## config.mk

```make
export PLATFORM = sky130hd
export DESIGN_NAME = fp_div_8bit_seq
export DESIGN_NICKNAME = d
export VERILOG_FILES = /design/src/rtl/fp8_pkg.sv /design/src/rtl/fp8_unpack.sv /design/src/rtl/fp_div_8bit_seq.sv
export SDC_FILE = /design/constraint.sdc
export NUM_CORES = 1
export LEC_CHECK = 0
export CORE_UTILIZATION = 40
export CTS_BUF_LIST = sky130_fd_sc_hd__clkbuf_4
export CTS_CLUSTER_SIZE = 16
export DETAILED_ROUTE_END_ITERATION = 10
export PLACE_DENSITY = 0.6
export RECOVER_POWER = 100
export SLEW_MARGIN = 20
export SYNTH_ARGS = -nofsm -noshare
export SYNTH_HDL_FRONTEND = slang
export SYNTH_SLANG_ARGS = --single-unit
```

## constraint.sdc

```tcl
create_clock -name clk -period 7.3 [get_ports clk]
set_input_delay 0.73 -clock clk [delete_from_list [all_inputs] [get_ports clk]]
set_output_delay 0.73 -clock clk [all_outputs]
set_load 0.05 [all_outputs]
```

## src/rtl/fp8_pkg.sv

```systemverilog
// Shared fp8 definitions (sign[7], exp[6:4] bias 3, mant[3:0]) used by the fp8 arithmetic blocks.
package fp8_pkg;

    localparam int EXP_W      = 3;
    localparam int MANT_W     = 4;
    localparam int SIG_W      = MANT_W + 1;
    localparam int EEXP_W     = 6;
    localparam int Q_W        = 6;
    localparam int DIV_CYCLES = 6;
    localparam int CNT_W      = 3;
    localparam int BIAS       = 3;

    localparam logic [7:0] FP8_INF  = 8'h70;
    localparam logic [7:0] FP8_QNAN = 8'h78;
    localparam logic [7:0] FP8_ZERO = 8'h00;

    typedef enum logic [1:0] {
        IDLE = 2'd0,
        DIV  = 2'd1,
        PACK = 2'd2
    } state_t;

    // Operand after classification; sig always has bit4 set unless the operand is zero.
    typedef struct packed {
        logic                     sign;
        logic                     zero;
        logic                     inf;
        logic                     nan;
        logic [SIG_W-1:0]         sig;
        logic signed [EEXP_W-1:0] eexp;
    } fp8_fields_t;

endpackage

```

## src/rtl/fp8_unpack.sv

```systemverilog
// Classifies an fp8 operand and normalizes subnormals so the significand always has its MSB set.
module fp8_unpack
    import fp8_pkg::*;
(
    input  logic [7:0]  op,
    output fp8_fields_t fields
);

    logic [EXP_W-1:0]  exp_f;
    logic [MANT_W-1:0] mant_f;
    logic [2:0]        lz;

    assign exp_f  = op[6:4];
    assign mant_f = op[3:0];

    // NOTE: every output of a combinational block gets a value on every path, otherwise a latch is inferred.
    always_comb begin
        lz = 3'd0;
        casez (mant_f)
            4'b1???: lz = 3'd1;
            4'b01??: lz = 3'd2;
            4'b001?: lz = 3'd3;
            4'b0001: lz = 3'd4;
            default: lz = 3'd0;
        endcase

        fields.sign = op[7];
        fields.zero = (op[6:0] == 7'd0);
        fields.inf  = (exp_f == 3'd7) && (mant_f == 4'd0);
        fields.nan  = (exp_f == 3'd7) && (mant_f != 4'd0);

        if (exp_f == 3'd0) begin
            // Subnormal: hidden bit 0, effective exponent 1, then shift the leading one up to bit4.
            fields.sig  = SIG_W'({1'b0, mant_f} << lz);
            fields.eexp = 6'sd1 - EEXP_W'(lz);
        end else begin
            fields.sig  = {1'b1, mant_f};
            fields.eexp = EEXP_W'(exp_f);
        end
    end

endmodule

```

## src/rtl/fp_div_8bit_seq.sv

```systemverilog
// Sequential fp8 divider: specials resolved at accept, otherwise a 6-cycle restoring divide then pack.
module fp_div_8bit_seq
    import fp8_pkg::*;
(
    input  logic       clk,
    input  logic       rst_n,
    input  logic       start,
    input  logic [7:0] op_a,
    input  logic [7:0] op_b,
    output logic [7:0] result,
    output logic       done,
    output logic       busy,
    output logic       dz,
    output logic       inv
);

    state_t      state, state_nxt;
    fp8_fields_t fa, fb;

    logic       armed, accept, res_sign;
    logic       spec_hit, spec_dz, spec_inv;
    logic [7:0] spec_res;

    logic                     sign_q, spec_q, spec_dz_q, spec_inv_q;
    logic [7:0]               spec_res_q;
    logic signed [EEXP_W-1:0] e_base_q;
    logic [SIG_W-1:0]         div_b_q;
    logic [Q_W-1:0]           rem_q, quo_q;
    logic [CNT_W-1:0]         cnt_q;

    logic                     q_bit;
    logic [Q_W-1:0]           rem_diff;
    logic signed [EEXP_W-1:0] e_adj;
    logic [EEXP_W-1:0]        sub_sh;
    logic [MANT_W-1:0]        mant;
    logic [7:0]               pack_res;

    fp8_unpack u_unpack_a (.op(op_a), .fields(fa));
    fp8_unpack u_unpack_b (.op(op_b), .fields(fb));

    assign res_sign = fa.sign ^ fb.sign;
    assign accept   = (state == IDLE) && start && armed;
    assign busy     = (state != IDLE) || done;

    always_comb begin
        spec_hit = 1'b1;
        spec_res = FP8_ZERO;
        spec_dz  = 1'b0;
        spec_inv = 1'b0;
        if (fa.nan || fb.nan || (fa.zero && fb.zero) || (fa.inf && fb.inf)) begin
            spec_res = FP8_QNAN;
            spec_inv = 1'b1;
        end else if (fa.inf || fb.zero) begin
            spec_res = {res_sign, FP8_INF[6:0]};
            spec_dz  = fb.zero;
        end else if (fa.zero || fb.inf) begin
            spec_res = FP8_ZERO;
        end else begin
            spec_hit = 1'b0;
        end
    end

    // The first edge after reset release only arms the block, so a start there is not taken.
    always_ff @(posedge clk or negedge rst_n) begin
        if (!rst_n) begin
            state <= IDLE;
            armed <= 1'b0;
        end else begin
            state <= state_nxt;
            armed <= 1'b1;
        end
    end

    always_comb begin
        state_nxt = state;
        case (state)
            IDLE:    if (accept) state_nxt = spec_hit ? PACK : DIV;
            DIV:     if (cnt_q == CNT_W'(DIV_CYCLES - 1)) state_nxt = PACK;
            PACK:    state_nxt = IDLE;
            default: state_nxt = IDLE;
        endcase
    end

    assign q_bit    = (rem_q >= {1'b0, div_b_q});
    assign rem_diff = q_bit ? (rem_q - {1'b0, div_b_q}) : rem_q;

    // Quotient in [16,62]: a set q[5] means the significand ratio was >= 1.
    always_comb begin
        pack_res = FP8_ZERO;
        if (quo_q[Q_W-1]) begin
            mant  = quo_q[4:1];
            e_adj = e_base_q;
        end else begin
            mant  = quo_q[3:0];
            e_adj = e_base_q - 6'sd1;
        end
        sub_sh = EEXP_W'(6'sd1 - e_adj);
        if (e_adj >= 6'sd7) begin
            pack_res = {sign_q, FP8_INF[6:0]};
        end else if (e_adj <= 6'sd0) begin
            if (sub_sh < 6'd5) pack_res = {sign_q, 3'b000, MANT_W'({1'b1, mant} >> sub_sh)};
        end else begin
            pack_res = {sign_q, e_adj[EXP_W-1:0], mant};
        end
    end

    // NOTE: sequential state uses non-blocking assignments so every register samples pre-edge values.
    // NOTE: datapath registers are small flops, not a memory, so all of them are cleared by reset.
    always_ff @(posedge clk or negedge rst_n) begin
        if (!rst_n) begin
            result     <= FP8_ZERO;
            done       <= 1'b0;
            dz         <= 1'b0;
            inv        <= 1'b0;
            sign_q     <= 1'b0;
            spec_q     <= 1'b0;
            spec_res_q <= FP8_ZERO;
            spec_dz_q  <= 1'b0;
            spec_inv_q <= 1'b0;
            e_base_q   <= '0;
            div_b_q    <= '0;
            rem_q      <= '0;
            quo_q      <= '0;
            cnt_q      <= '0;
        end else begin
            done <= 1'b0;
            case (state)
                IDLE: begin
                    if (accept) begin
                        sign_q     <= res_sign;
                        spec_q     <= spec_hit;
                        spec_res_q <= spec_res;
                        spec_dz_q  <= spec_dz;
                        spec_inv_q <= spec_inv;
                        e_base_q   <= fa.eexp - fb.eexp + $signed(EEXP_W'(BIAS));
                        div_b_q    <= fb.sig;
                        rem_q      <= {1'b0, fa.sig};
                        quo_q      <= '0;
                        cnt_q      <= '0;
                    end
                end
                DIV: begin
                    rem_q <= rem_diff << 1;
                    quo_q <= {quo_q[Q_W-2:0], q_bit};
                    cnt_q <= cnt_q + CNT_W'(1);
                end
                PACK: begin
                    result <= spec_q ? spec_res_q : pack_res;
                    dz     <= spec_q & spec_dz_q;
                    inv    <= spec_q & spec_inv_q;
                    done   <= 1'b1;
                end
                default: ;
            endcase
        end
    end

endmodule

```

# Word-level counts from Yosys, hierarchy flattened
# Index checks and enable logic that the tools add are counted.
dict set report word_totals {
  ff_bits 52
  input_bits 19
  out_inout_bits 12
  elab_cells 105
}
dict set report classes {
  add_sub_neg 8
  order_cmp 4
  eq_ne 13
  shifts 3
  n_mux 30
  n_bitwise 3
  reduce_logical 28
}
# operator count
set ops {}
lappend ops {{two-way mux 8 bit} 6}
lappend ops {{one-hot mux 3 bit (4 select lines)} 2}
lappend ops {{one-hot mux 6 bit (2 select lines)} 2}
lappend ops {{two-way mux 11 bit} 2}
lappend ops {{two-way mux 6 bit} 3}
lappend ops {{zero test 7 bit} 2}
lappend ops {{left shift 4 x 3 -> 5 bit} 2}
lappend ops {{equality test 3 bit (second input constant)} 3}
lappend ops {{equality test 4 x 1 -> 1 bit (second input constant)} 2}
lappend ops {{logical AND 1 bit} 8}
lappend ops {{zero test 4 bit} 2}
lappend ops {{nonzero test 4 bit} 2}
lappend ops {{subtractor 1 x 3 -> 4 bit (first input constant)} 2}
lappend ops {{two-way mux 1 bit} 7}
lappend ops {{adder 6 x 3 -> 6 bit (second input constant)} 1}
lappend ops {{equality test 2 x 1 -> 1 bit (second input constant)} 3}
lappend ops {{equality test 3 x 1 -> 1 bit (second input constant)} 2}
lappend ops {{greater-or-equal comparator 6 x 4 -> 1 bit (second input constant)} 1}
lappend ops {{greater-or-equal comparator 6 x 5 -> 1 bit} 1}
lappend ops {{less-or-equal comparator 6 x 1 -> 1 bit (second input constant)} 1}
lappend ops {{zero test 3 bit} 2}
lappend ops {{logical OR 1 bit} 6}
lappend ops {{less-than comparator 6 x 3 -> 1 bit (second input constant)} 1}
lappend ops {{two-way mux 2 bit} 3}
lappend ops {{18 further kinds} 23}

# Logic depth before layout (Yosys ltp)
dict set report logic_depth {
  depth_word 9
  depth_mapped 13
  depth_no_buf 12
}

# Cells and area by module
# Synthesis repeated with hierarchy kept, for this count alone.
dict set report unflattened {
  hier_cells 402
  area_unflattened_um2 3364.5
}
# mod instances cells_per_inst area_each_um2 seq_area_each_um2
set modules_own_cells {}
lappend modules_own_cells {fp_div_8bit_seq 1 332 2926.6 1151.1}
lappend modules_own_cells {fp8_unpack 2 35 219.0 0.0}

# Worst setup path before layout
# Ideal clock, no wire load.
dict set report synth_path {
  path_type {flip-flop to flip-flop}
  start {reg e_base_q[0]}
  end {reg result[0]}
  setup_ns 0.120
  arrival_ns 2.674
  required_ns 7.180
  setup_slack_ns 4.506
  stages_incl_launch_ff 14
  n_path_buf 1
  synth_period_minus_slack_ns 2.794
  path_cell_list {dfrtp_1 > clkbuf_1 > inv_1 > ha_1 > nor2b_1 > nor2_1 > inv_1 > ha_1 > inv_1 > o2111a_1 > a41o_1 > a41oi_1 > o21ai_0 > a31o_2}
}
dict set report synth_via {
  elab_chain_len 8
  word_cells_on_any_way 11
  classes_between {add/sub: 2; order compare: 3; shift: 1; mux: 5}
}
# item line
set synth_lines {}
lappend synth_lines {{start, declared} fp_div_8bit_seq.sv:26} ;# logic signed [EEXP_W-1:0] e_base_q;
lappend synth_lines {{start signal, assigned} fp_div_8bit_seq.sv:135} ;# e_base_q <= fa.eexp - fb.eexp + $signed(EEXP_W'(BIAS));
lappend synth_lines {{subtractor 6 x 2 -> 6 bit} fp_div_8bit_seq.sv:95} ;# e_adj = e_base_q - 6'sd1;
lappend synth_lines {{two-way mux 6 bit *} fp_div_8bit_seq.sv:90} ;# if (quo_q[Q_W-1]) begin
lappend synth_lines {{subtractor 2 x 6 -> 6 bit} fp_div_8bit_seq.sv:97} ;# sub_sh = EEXP_W'(6'sd1 - e_adj);
lappend synth_lines {{less-than comparator 6 x 3 -> 1 bit / right shift 5 x 6 -> 4 bit (equally long branches)} fp_div_8bit_seq.sv:101} ;# if (sub_sh < 6'd5) pack_res = {sign_q, 3'b000, MANT_W'({1'b1, mant} >> sub_sh)};
lappend synth_lines {{two-way mux 8 bit} fp_div_8bit_seq.sv:101}
lappend synth_lines {{two-way mux 8 bit} fp_div_8bit_seq.sv:100} ;# end else if (e_adj <= 6'sd0) begin
lappend synth_lines {{two-way mux 8 bit *} fp_div_8bit_seq.sv:98} ;# if (e_adj >= 6'sd7) begin
lappend synth_lines {{two-way mux 8 bit *} fp_div_8bit_seq.sv:148} ;# result <= spec_q ? spec_res_q : pack_res;
lappend synth_lines {{end signal, assigned} fp_div_8bit_seq.sv:148}
lappend synth_lines {{end, declared} fp_div_8bit_seq.sv:10} ;# output logic [7:0] result,
# Every way passes the cells marked *; elsewhere a longest branch is shown, timed or not.
# A chain may end at the register's enable or synchronous reset.

# Final worst setup path
dict set report layout_path {
  start {in op_b[4]}
  end {reg e_base_q[3]}
}
dict set report layout_via {
  elab_chain_len 4
}
# item line
set layout_lines {}
lappend layout_lines {{start, declared} fp_div_8bit_seq.sv:9} ;# input logic [7:0] op_b,
lappend layout_lines {{zero test 3 bit} fp8_unpack.sv:32} ;# if (exp_f == 3'd0) begin
lappend layout_lines {{two-way mux 11 bit *} fp8_unpack.sv:32}
lappend layout_lines {{subtractor 6 bit *} fp_div_8bit_seq.sv:135}
lappend layout_lines {{adder 6 x 3 -> 6 bit *} fp_div_8bit_seq.sv:135}
# Marked as above.

==> qor.txt <==
Outcome: finished, violations left
Failing checks: capacitance limit, slew limit
CP max stage cell: nor3_1
Post-Synthesis Cells: 380
Number of remaining DRC errors: 0
WP data arrival: 3.64 ns
EDFF count, synth: 0
Critical Path Start Type: input port
Clock Latency Late Sink: 0.37 ns
# hold bufs at CTS: 0
Worst-path cell chain: dlygate4sd3_1 -> nor3_1 -> a21oi_1 -> ha_1 -> ha_1 -> fa_1 -> xor2_1 -> nand2_1 -> o21ai_0
Max-cap violations: 1
Sequential fraction of the synthesis area: 36.1%
RSZ-0062 raised after global routing: false
Post-Route Setup TNS: 0 ns
Dpl cell area: 0.00355 mm^2
Initial antenna violation count: 0
Final worst-path cycle share: 46.9%
Inserted Clock Buffers: 5
Final Setup Violations: 0
Hold WC Path Type: reg -> reg
Largest net degree at the start of global routing: 47
PortBufs: 30
Via/cell ratio: 5.49
H-Tree Depth: 2
First-pass detailed-route iteration total: 4
CTS sink count: 46
Commonest non-fill, non-tap cell in the layout: nand2_1
Final hold vios: 0
Tmin final: 3.43 ns
Diodes inserted: 0
Worst Setup Path Type: in -> reg
CP max FO: 11
FMAX: 0.292 GHz
Share of layout cells above drive strength 1: 4.23%
IO Count: 31
Layout Nets: 441
Worst-Margin Slew: 2.48 ns
Synthesis-to-layout area growth: 12.9%
Top FF cell, synth: dfrtp_1
Pins Over Slew Limit: 47
Die Area: 0.00834 mm^2
Critical path required time: 7.51 ns
Reg2reg path depth: 10
Post-CTS sizing: 0
Yosys warns: 0
Die Ht: 91.3 um
Crit path from: op_b[4]
Vias in the first global route: 2,753
Routed Antenna Nets: 0
Initial core utilization: 41.3%
Largest stage delay on the critical path: 0.81 ns
Drt total wl: 7.11 mm
Gr usage total: 18.7%
Grt ovf: 0
Clock tree buffer depth: 2
DPL Wire Length: 5.35 mm
Synth Register Bits: 46
First-pass GRT wire length: 12.5 mm
Initial DRC count: 162
Endpoint type of the worst setup path: register
Clock root cell: clkbuf_4
Critical Path End: e_base_q[3]
R2R setup slack: 4.01 ns
Final instance area: 0.00360 mm^2
PD cells: 426 mW/mm^2
Mapped Nets: 420
Die Width: 91.3 um
Via count: 2,768
Critical Path Most Common Cell: ha_1
Relative max-transition margin: -65.2%
Leak Pwr: 1.63 nW
Worst reg2reg startpoint: e_base_q[0]
Clock Skew: 0.0199 ns
CORE AREA: 0.00773 mm^2
Synth async-reset ratio: 100%
Routability congestion estimate: 0.830
Worst VDD drop: 183 uV
Mapped Avg Cell Area: 8.40 um^2
Reg clk slew, reported paths: 0.15 ns
FF-to-FF End: result[1]
Site Rows: 32
Postcts setup bufs: 0
Most frequent cells in the layout: nand2_1, dfrtp_1, a21oi_1, o21ai_0, nor2_1
Synth Cell Area: 0.00319 mm^2
Count of cell types in the netlist: 57
Routed len/inst: 14.1 um
CTS tree: done
==> stage by stage <==
| stage | hold slack [ns] | total power [mW] | worst slack (ns) | util (%) | cells |
|---|---|---|---|---|---|
| 6_report | 0.484 | 1.54 | 3.87 | 46.6 | 504 |
| 5_1_grt | 0.517 | 1.70 | 3.69 | 46.6 | 504 |
| 3_3_place_gp | 0.454 | 1.39 | 3.71 | 45.9 | 496 |
| 2_1_floorplan | 0.434 | 1.18 | 4.51 | - | 380 |
| 4_1_cts | 0.492 | 1.57 | 4.02 | 47.0 | 504 |
| 3_5_place_dp | 0.459 | 1.41 | 3.62 | 45.9 | 496 |
==> worst min path at each step <==
stage	startpoint	endpoint	depth (start not counted)	slack, ns
6_report	dz	dz	2	0.48
5_1_grt	spec_res_q[3]	spec_res_q[3]	2	0.52
4_1_cts	dz	dz	2	0.49
3_5_place_dp	dz	dz	2	0.46
3_3_place_gp	spec_res_q[3]	spec_res_q[3]	2	0.45
2_1_floorplan	rst_n	armed	0	0.43
==> metal layers <==
metal / vias up / part of all wire, % / global-route usage (%)
met3: 12 / 2.2 / 2.76
met5: - / 0 / 0
met2: 32 / 48 / 32.8
met1: 1334 / 47 / 23.2
met4: 0 / 2.1 / 6.48
li1: 1390 / - / -
==> final cells by class <==
type	count	area, um^2
Inverter	27	101
Sequential cell	46	1150
Clock buffer	6	45.0
Multi-Input combinational cell	290	1840
Timing Repair Buffer	31	298
Fill cell	783	4130
Clock inverter	2	37.5
Tap cell	102	128
==> critical path: cells and delay by family <==
family / cells / cell delay, ns
buffers and inverters: 1 / 0.58
AO/OA/AOI/OAI: 2 / 0.29
XOR/XNOR: 1 / 0.18
AND/OR/NAND/NOR: 2 / 0.87
adder cells (fa/ha/maj): 3 / 1.00
==> logic make-up after synthesis <==
family,synth area share (%)
xor+xnor,2.20
fa+ha+maj,8.71
compound gates,21.9
flops,36.1
buf+inv,5.41
other cells,0.118
mux,2.35
simple gates,23.2
==> synth_stat cells, types with 6 or more instances <==
library cell | count | area (um^2)
a21o_1 | 7 | 52.6
a21oi_1 | 30 | 150
and3_1 | 8 | 50.1
clkbuf_1 | 16 | 60.1
dfrtp_1 | 46 | 1150
ha_1 | 19 | 238
inv_1 | 26 | 97.6
nand2_1 | 47 | 176
nand2b_1 | 9 | 56.3
nand3_1 | 15 | 75.1
nor2_1 | 28 | 105
nor2b_1 | 8 | 50.1
o21ai_0 | 30 | 150
o31ai_1 | 6 | 45.0
==> report_power, final <==
| part | total [mW] | internal, mW | switching, mW |
|---|---|---|---|
| clock network | 0.160 | 0.0761 | 0.0838 |
| registers | 0.456 | 0.353 | 0.103 |
| logic | 0.920 | 0.360 | 0.560 |
| total | 1.54 | 0.788 | 0.747 |
==> registers in the layout (all words and copies together), names as in the netlist, 2 cells and up <==
register and count:
result 8, e_base_q 6, quo_q 6, rem_q 6
div_b_q 5, cnt_q 3, spec_res_q 3, state 2
No activity file was read; power rests on OpenSTA's default activity.
